==> config.mk <==
export PLATFORM = sky130hd
export DESIGN_NAME = load_store_unit_flat
export DESIGN_NICKNAME = d
export VERILOG_FILES = /design/src/rtl/load_store_unit_if.sv /design/src/rtl/load_store_unit.sv /design/src/flat_wrapper.sv
export SDC_FILE = /design/constraint.sdc
export NUM_CORES = 1
export LEC_CHECK = 0
export CORE_MARGIN = 4
export CORE_UTILIZATION = 40
export DETAILED_ROUTE_END_ITERATION = 12
export PLACE_DENSITY_LB_ADDON = 0.3
export SLEW_MARGIN = 10
export SYNTH_ARGS = -nofsm -noshare
export SYNTH_HDL_FRONTEND = slang
export SYNTH_SLANG_ARGS = --single-unit
export TNS_END_PERCENT = 100
==> constraint.sdc <==
create_clock -name clk -period 11.9 [get_ports clk]
set_input_delay 3.57 -clock clk [delete_from_list [all_inputs] [get_ports clk]]
set_output_delay 3.57 -clock clk [all_outputs]
set_load 0.01 [all_outputs]
==> src/rtl/load_store_unit_if.sv <==
// Word-aligned memory bus between the load/store unit and memory.
// Request fields are held stable from req rise until ack.
interface load_store_unit_if #(
   parameter int AW = 32,
   parameter int DW = 32
);
   logic          req;
   logic          we;
   logic [AW-1:0] addr;
   logic [3:0]    be;
   logic [DW-1:0] wdata;
   logic          ack;
   logic [DW-1:0] rdata;

   modport master (
      output req, we, addr, be, wdata,
      input  ack, rdata
   );

   modport slave (
      input  req, we, addr, be, wdata,
      output ack, rdata
   );
endinterface

==> src/rtl/load_store_unit.sv <==
// RV32I load/store unit: lane steering, extension, req/ack bus access.
// Stalls the core from request until done or fault.
module load_store_unit #(
   parameter int ADDR_WIDTH = 32,
   parameter int DATA_WIDTH = 32,
   parameter int FUNCTION3  = 3,
   parameter int TIMEOUT    = 255
) (
   input  logic                  clk,
   input  logic                  rst,
   input  logic                  load_i,
   input  logic                  store_i,
   input  logic [FUNCTION3-1:0]  fun3_i,
   input  logic [ADDR_WIDTH-1:0] addr_i,
   input  logic [DATA_WIDTH-1:0] wdata_i,
   output logic                  stall_o,
   output logic                  done_o,
   output logic [DATA_WIDTH-1:0] rdata_o,
   output logic                  fault_o,
   load_store_unit_if.master     bus
);

   typedef enum logic [1:0] {
      IDLE,
      REQ,
      DONE,
      FAULT
   } state_t;

   localparam logic [7:0] LAST = 8'(TIMEOUT - 1);

   state_t                state;
   logic [7:0]            cnt;
   logic                  req;
   logic                  we;
   logic [ADDR_WIDTH-1:0] addr;
   logic [3:0]            be;
   logic [DATA_WIDTH-1:0] wdata;
   logic                  done;
   logic                  fault;
   logic [DATA_WIDTH-1:0] rdata;
   logic [1:0]            lo2;
   logic [2:0]            f3;

   logic                  ill;
   logic                  mis;
   logic [3:0]            nbe;
   logic [DATA_WIDTH-1:0] nwd;
   logic [7:0]            lb;
   logic [15:0]           lh;
   logic [DATA_WIDTH-1:0] ext;

   always_comb begin
      ill = 1'b0;
      mis = 1'b0;
      nbe = 4'hF;
      nwd = '0;
      if (load_i)
         ill = (fun3_i[2:0] == 3'b011) ||
               (fun3_i[2:1] == 2'b11);
      else
         ill = (fun3_i[2:0] > 3'b010);
      unique case (fun3_i[1:0])
         2'b00: begin
            nbe = 4'b0001 << addr_i[1:0];
            nwd = {4{wdata_i[7:0]}};
         end
         2'b01: begin
            mis = addr_i[0];
            nbe = addr_i[1] ? 4'b1100 : 4'b0011;
            nwd = {2{wdata_i[15:0]}};
         end
         2'b10: begin
            mis = |addr_i[1:0];
            nbe = 4'hF;
            nwd = wdata_i;
         end
         default: begin
            nbe = 4'hF;
            nwd = wdata_i;
         end
      endcase
      if (load_i) begin
         nbe = 4'hF;
         nwd = '0;
      end
   end

   // Lane extraction uses the address captured at request time.
   always_comb begin
      lb  = bus.rdata[{lo2, 3'b000} +: 8];
      lh  = bus.rdata[{lo2[1], 4'b0000} +: 16];
      ext = bus.rdata;
      unique case (f3)
         3'b000:  ext = {{24{lb[7]}}, lb};
         3'b001:  ext = {{16{lh[15]}}, lh};
         3'b100:  ext = {24'b0, lb};
         3'b101:  ext = {16'b0, lh};
         default: ext = bus.rdata;
      endcase
   end

   always_ff @(posedge clk or posedge rst) begin
      if (rst) begin
         state <= IDLE;
         cnt   <= '0;
         req   <= 1'b0;
         we    <= 1'b0;
         addr  <= '0;
         be    <= '0;
         wdata <= '0;
         done  <= 1'b0;
         fault <= 1'b0;
         rdata <= '0;
         lo2   <= '0;
         f3    <= '0;
      end else begin
         done  <= 1'b0;
         fault <= 1'b0;
         unique case (state)
            IDLE: begin
               if (load_i || store_i) begin
                  if (ill || mis) begin
                     state <= FAULT;
                     fault <= 1'b1;
                  end else begin
                     state <= REQ;
                     req   <= 1'b1;
                     we    <= !load_i;
                     addr  <= {addr_i[ADDR_WIDTH-1:2], 2'b00};
                     be    <= nbe;
                     wdata <= nwd;
                     lo2   <= addr_i[1:0];
                     f3    <= fun3_i[2:0];
                     cnt   <= '0;
                  end
               end
            end
            REQ: begin
               if (bus.ack) begin
                  state <= DONE;
                  req   <= 1'b0;
                  done  <= 1'b1;
                  if (!we)
                     rdata <= ext;
               end else if (cnt == LAST) begin
                  state <= FAULT;
                  req   <= 1'b0;
                  fault <= 1'b1;
               end else begin
                  cnt <= cnt + 8'd1;
               end
            end
            DONE:  state <= IDLE;
            FAULT: state <= IDLE;
            default: state <= IDLE;
         endcase
      end
   end

   // Combinational so the requesting instruction freezes immediately.
   assign stall_o = !rst &&
                    (((state == IDLE) && (load_i || store_i)) ||
                     (state == REQ) || (state == FAULT));

   assign done_o    = done;
   assign fault_o   = fault;
   assign rdata_o   = rdata;
   assign bus.req   = req;
   assign bus.we    = we;
   assign bus.addr  = addr;
   assign bus.be    = be;
   assign bus.wdata = wdata;

endmodule

==> src/flat_wrapper.sv <==
// flat-port wrapper written by rule: the top's interface ports become plain ports
module load_store_unit_flat 
#(
   parameter int ADDR_WIDTH = 32,
   parameter int DATA_WIDTH = 32,
   parameter int FUNCTION3  = 3,
   parameter int TIMEOUT    = 255
)
  (clk, rst, load_i, store_i, fun3_i, addr_i, wdata_i, stall_o, done_o, rdata_o, fault_o, bus_req, bus_we, bus_addr, bus_be, bus_wdata, bus_ack, bus_rdata);
  load_store_unit_if #(.AW(32), .DW(32)) bus_i ();
  input  logic clk;
  input  logic rst;
  input  logic load_i;
  input  logic store_i;
  input  logic [FUNCTION3-1:0] fun3_i;
  input  logic [ADDR_WIDTH-1:0] addr_i;
  input  logic [DATA_WIDTH-1:0] wdata_i;
  output logic stall_o;
  output logic done_o;
  output logic [DATA_WIDTH-1:0] rdata_o;
  output logic fault_o;
  output wire logic [$bits(bus_i.req)-1:0] bus_req;
  output wire logic [$bits(bus_i.we)-1:0] bus_we;
  output wire logic [$bits(bus_i.addr)-1:0] bus_addr;
  output wire logic [$bits(bus_i.be)-1:0] bus_be;
  output wire logic [$bits(bus_i.wdata)-1:0] bus_wdata;
  input wire logic [$bits(bus_i.ack)-1:0] bus_ack;
  input wire logic [$bits(bus_i.rdata)-1:0] bus_rdata;
  assign bus_req = bus_i.req;
  assign bus_we = bus_i.we;
  assign bus_addr = bus_i.addr;
  assign bus_be = bus_i.be;
  assign bus_wdata = bus_i.wdata;
  assign bus_i.ack = bus_ack;
  assign bus_i.rdata = bus_rdata;
  load_store_unit #(.ADDR_WIDTH(ADDR_WIDTH), .DATA_WIDTH(DATA_WIDTH), .FUNCTION3(FUNCTION3), .TIMEOUT(TIMEOUT)) u_core (.clk(clk), .rst(rst), .load_i(load_i), .store_i(store_i), .fun3_i(fun3_i), .addr_i(addr_i), .wdata_i(wdata_i), .stall_o(stall_o), .done_o(done_o), .rdata_o(rdata_o), .fault_o(fault_o), .bus(bus_i));
endmodule
Yosys cells after proc, flatten, opt, wreduce, memory -nomap -nowiden
Cells that the tools add are included.
{ "word_totals": {"reg_bits": 117, "latch_bits": 0, "ram_bits": 0, "mem_bits_ro": 0, "input_bits": 104, "out_inout_bits": 105, "elab_cells": 85, "n_memories": 0} }
{ "op_classes": {"n_addsub": 1, "multipliers": 0, "div": 0, "n_lt_le_gt_ge": 1, "eq_ne": 16, "shift": 3, "n_mux": 30, "bitwise": 2, "reduce_logical": 20} }
{ "op_table": {"columns": ["cell", "count"], "rows": [
  ["case mux 32 bit (4 select lines)", 1],
  ["case mux 32 bit (2 select lines)", 1],
  ["two-way mux 32 bit", 1],
  ["two-way mux 8 bit", 4],
  ["variable part select 32 x 6 -> 16 bit", 1],
  ["variable part select 32 x 6 -> 8 bit", 1],
  ["case mux 8 bit (2 select lines)", 1],
  ["two-way mux 1 bit", 11],
  ["adder 8 x 1 -> 8 bit, second input constant", 1],
  ["== test 2 bit, second input constant", 4],
  ["== test 8 bit, second input constant", 1],
  ["two-way mux 2 bit", 4],
  ["two-way mux 4 bit", 2],
  ["case mux 4 bit (2 select lines)", 1],
  ["== test 3 bit, second input constant", 2],
  ["inequality test 2 bit, second input constant", 3],
  ["case mux 1 bit (2 select lines)", 3],
  ["case mux 2 bit (3 select lines)", 1],
  ["AND reduction 3 bit", 2],
  ["logical OR 1 bit", 5],
  ["AND reduction 5 bit", 1],
  ["== test 2 x 1 -> 1 bit, second input constant", 2],
  ["logical NOT 2 bit", 2],
  ["AND reduction 4 bit", 1],
  ["other kinds (13)", 17]
]} }

Logic depth before layout (Yosys ltp)
{ "logic_depth": {"ltp_word": 7, "depth_mapped": 10, "ltp_nobuf": 6} }

Worst setup path before layout
Ideal clock, no wire load.
{ "synth_path": {"path_kind": "input port to output port", "startpoint": "in load_i", "endpoint": "out stall_o", "arrival_time_ns": 4.081, "required_ns": 8.330, "slack_ns": 4.249, "stages": 4, "n_path_buf": 1, "path_cell_list": "buf_4 -> o21ba_2 -> nor2_1 -> nor2_1"} }
{ "synth_via": {"elab_chain_cells": 5} }
{ "synth_rtl": {"columns": ["element", "line_no", "source"], "rows": [
  ["start: declaration", "flat_wrapper.sv:13", "input logic load_i;"],
  ["logical OR 1 bit", "load_store_unit.sv:163", "(((state == IDLE) && (load_i || store_i)) ||"],
  ["logical AND 1 bit", "load_store_unit.sv:163", null],
  ["logical OR 1 bit", "load_store_unit.sv:163", null],
  ["logical OR 1 bit", "load_store_unit.sv:164", "(state == REQ) || (state == FAULT));"],
  ["logical AND 1 bit", "load_store_unit.sv:162", "assign stall_o = !rst &&"],
  ["end: declaration", "flat_wrapper.sv:18", "output logic stall_o;"]
]} }
Every way passes these cells.

Worst setup path in the final report
Ends and elaborated chain as after synthesis.

==> metrics <==
run status=completed; Hold Slack=0.4949 ns; wire length of the first global-routing pass=26.68 mm; number of instances resized during post-cts repair=0; Post-Syn Area=between 5000 and 6000 um2; Total Routed Length=16.76 mm; Port Buffers=between 200 and 250; total power divided by cell area=247.4 nW/um2; average cell area after synthesis=10.32 um2; endpoint arrival time on the critical path=5.26 ns; cell chain of the critical path=clkdlybuf4s50_1 > buf_4 > o21ba_2 > nor2_1 > nor2_1 > clkdlybuf4s50_1; CP Max Fanout=31; number of flops mapped to enable cells by yosys=0; peak supply drop=120.9 uV; top cell family by delay on the critical path=buffers and inverters; max-cap viol count=0; CTS tree=yes; most numerous cell in the Yosys netlist=sky130_fd_sc_hd__dfrtp_1; path type of the worst min-delay path=reg2reg; H-tree depth=4; Die Ht=127.8 um; total instance count after detailed placement=approximately 900; final core utilization=60.16%; die boundary width=127.8 um; number of synthesized register bits=117; number of pins with negative max-slew slack in the final report=0; origin of the worst min-delay path=u_core.rdata_o[26]; layout cells sized above 1=about an eighth; max incr delay on CP=0.54 ns; warnings from Yosys=0; HPWL after detailed placement=11.90 mm; area share of the largest cell type after synthesis=around half; area delta synth->final=46.63%; sort of element at the end of the critical path=output port; endpoint required time on the critical path=between 8 and 9 ns; total power after layout=0.002082 W; number of hold buffers added after cts=0; nets@finish=853; final weighted congestion in routability-driven placement=0.8739; final count of negative-setup-slack endpoints=0; measured slew at the worst slew-check pin=roughly 1.1 ns; total grt overflow=0; leading post-synthesis cells by cell area=sky130_fd_sc_hd__dfrtp_1 (51%), sky130_fd_sc_hd__mux2_2 (7.7%), sky130_fd_sc_hd__o21ai_0 (5.2%); Post-Route Skew=between 0.015 and 0.02 ns; Clock Tree Root=sky130_fd_sc_hd__clkbuf_16; Max Root-Sink Buffers=2; RSZ-0062 raised after global routing=false; Max Clk Rate=113.2 MHz; total die area=16,330 um2; top_reg_cell synth=sky130_fd_sc_hd__dfrtp_1; clock transition time at the flip-flop clock pins of the worst setup and hold paths=0.05 ns; via count of the first global-routing pass=approximately 5,300; share of flip-flops with an asynchronous set or reset=100.0%; count of inserted antenna diode cells=0; cell type of the slowest stage on the worst timing path=sky130_fd_sc_hd__clkdlybuf4s50_1; Boundary Pins=209; leakage=3.590 nW; Total Negative Setup Slacks=0 ns; gr usage total=20.52%; clk_lat worst skew=0.42 ns; worst hold path depth=2; hold violation total from the final report=0; reg-to-reg critical path startpoint=u_core.state[0]; startpoint kind of the worst setup timing path=input pin; Commonest cells post-synth=sky130_fd_sc_hd__dfrtp_1 (117), sky130_fd_sc_hd__nand2_1 (65), sky130_fd_sc_hd__o21ai_0 (60), sky130_fd_sc_hd__mux2_2 (39), sky130_fd_sc_hd__nand3_1 (37); post-synthesis cell type count=47; Levels on crit path=6; cell taking the most area after synthesis=sky130_fd_sc_hd__dfrtp_1; Crit path buffers/inverters=3; number of buffers added by the clock tree synthesis step=17; post-layout instance count excluding filler cells=about 940; number of cells on the worst reg-to-reg path=4; relative slew slack=28.78%; Gate Count Post-Synth=556; buffers inserted by post-CTS timing repair=0; crit share post-route=74.22%; Setup crit start=load_i; remaining antenna violation count after routing=0; post-layout minimum cycle time=8.832 ns; type of the setup path with the least slack=in2out; starting density of the core=between 40% and 50%; number of iterations in the first detailed-routing pass=4; DR iter-0 viols=300; clk sinks=~120; post-detailed-route via-to-cell ratio=5.380; pin count of the biggest net entering global routing=78; vias after detailed routing=5,036; core region area=between 10,000 and 15,000 um2; initial antenna violation count=0; final routed wire length divided by cell count=17.91 um; count of unresolved DRC violations after routing=0; share of the yosys chip area belonging to registers=between 50% and 60%; standard-cell rows=43
[registers in the layout, indices dropped and copies added, names as in the netlist]
name and cells:
u_core.bus.wdata 32, u_core.rdata_o 32, u_core.bus.addr 30, u_core.cnt 8
u_core.bus.be 4, u_core.f3 3, u_core.lo2 2, u_core.state 2
u_core.bus.req 1, u_core.bus.we 1, u_core.done_o 1, u_core.fault_o 1
[area by class of cell]
type / instances / area [um2]
sequential: 117 / 2928
clock buffer: 23 / 467.9
tap: 180 / 225.2
inverter: 10 / 40.04
timing repair buffer: 209 / 2085
multi-input combinational: 388 / 2591
fill: 1187 / 5573
clock inverter: 9 / 78.83
[placed cells by master, fill, tap and decap left out, types with 3 or more instances in the layout]
cell,instances
sky130_fd_sc_hd__mux2i_1,14
sky130_fd_sc_hd__a31oi_1,9
sky130_fd_sc_hd__nand3b_1,14
sky130_fd_sc_hd__dfrtp_1,117
sky130_fd_sc_hd__clkdlybuf4s50_1,206
sky130_fd_sc_hd__mux2_2,39
sky130_fd_sc_hd__mux2_4,15
sky130_fd_sc_hd__a21oi_1,25
sky130_fd_sc_hd__or3_1,6
sky130_fd_sc_hd__nor2b_1,8
sky130_fd_sc_hd__o211ai_1,4
sky130_fd_sc_hd__ha_1,6
sky130_fd_sc_hd__clkbuf_1,4
sky130_fd_sc_hd__clkinv_2,5
sky130_fd_sc_hd__nor2_1,23
sky130_fd_sc_hd__nand4_1,3
sky130_fd_sc_hd__and2_1,7
sky130_fd_sc_hd__a31o_2,5
sky130_fd_sc_hd__clkbuf_16,17
sky130_fd_sc_hd__nand2_1,65
sky130_fd_sc_hd__nand2b_1,6
sky130_fd_sc_hd__o31ai_1,10
sky130_fd_sc_hd__inv_1,8
sky130_fd_sc_hd__a211oi_1,8
sky130_fd_sc_hd__buf_4,3
sky130_fd_sc_hd__o21ai_0,60
sky130_fd_sc_hd__nand3_1,37
[logic make-up (layout without fill, tap and decap cells)]
family,count (synthesis),count (layout),share of synthesized area (%)
fa+ha+maj,6,6,1.308
buf+inv,52,251,4.207
flops,117,117,51.01
compound gates,133,133,13.95
mux,68,68,14.02
other cells,1,2,0.06534
simple gates,179,179,15.44
[per-layer routing]
| metal | vias up | global-route usage (%) | routed length (um) |
|---|---|---|---|
| met4 | 0 | 7.054 | 290 |
| li1 | 2352 | - | - |
| met2 | 206 | 33.15 | 8042 |
| met1 | 2455 | 24.96 | 6823 |
| met3 | 23 | 8.292 | 1607 |
| met5 | - | 0 | 0 |
[report_power, final]
group	internal [W]	switching, W	total, W
clock	0.000296	0.000178	0.000474
sequential	0.000580	0.000150	0.000730
combinational	0.000503	0.000374	0.000878
total	0.00138	0.000703	0.00208
[path summary, 6_finish.rpt]
path,to,slack [ns]
max,stall_o,3.07
min,u_core.rdata_o[26],0.49
max reg2reg,u_core.bus.wdata[10],9.33
min reg2reg,u_core.rdata_o[26],0.49
max in group asynchronous,u_core.cnt[4],7.03
min in group asynchronous,u_core.bus.addr[3],3.75
[metrics by stage]
stage	cell area [um2]	setup slack, ns
6_report	8416	3.068
3_5_place_dp	7869	3.077
3_3_place_gp	7869	3.083
4_1_cts	8416	3.074
5_1_grt	8416	2.992
2_1_floorplan	5743	4.249
[tightest hold or removal path, stage by stage, from the launching register on]
cell,delay (ns)
sky130_fd_sc_hd__dfrtp_1,0.34
sky130_fd_sc_hd__nand2_1,0.05
sky130_fd_sc_hd__nand3_1,0.07
(Power assumes the default switching activity.)
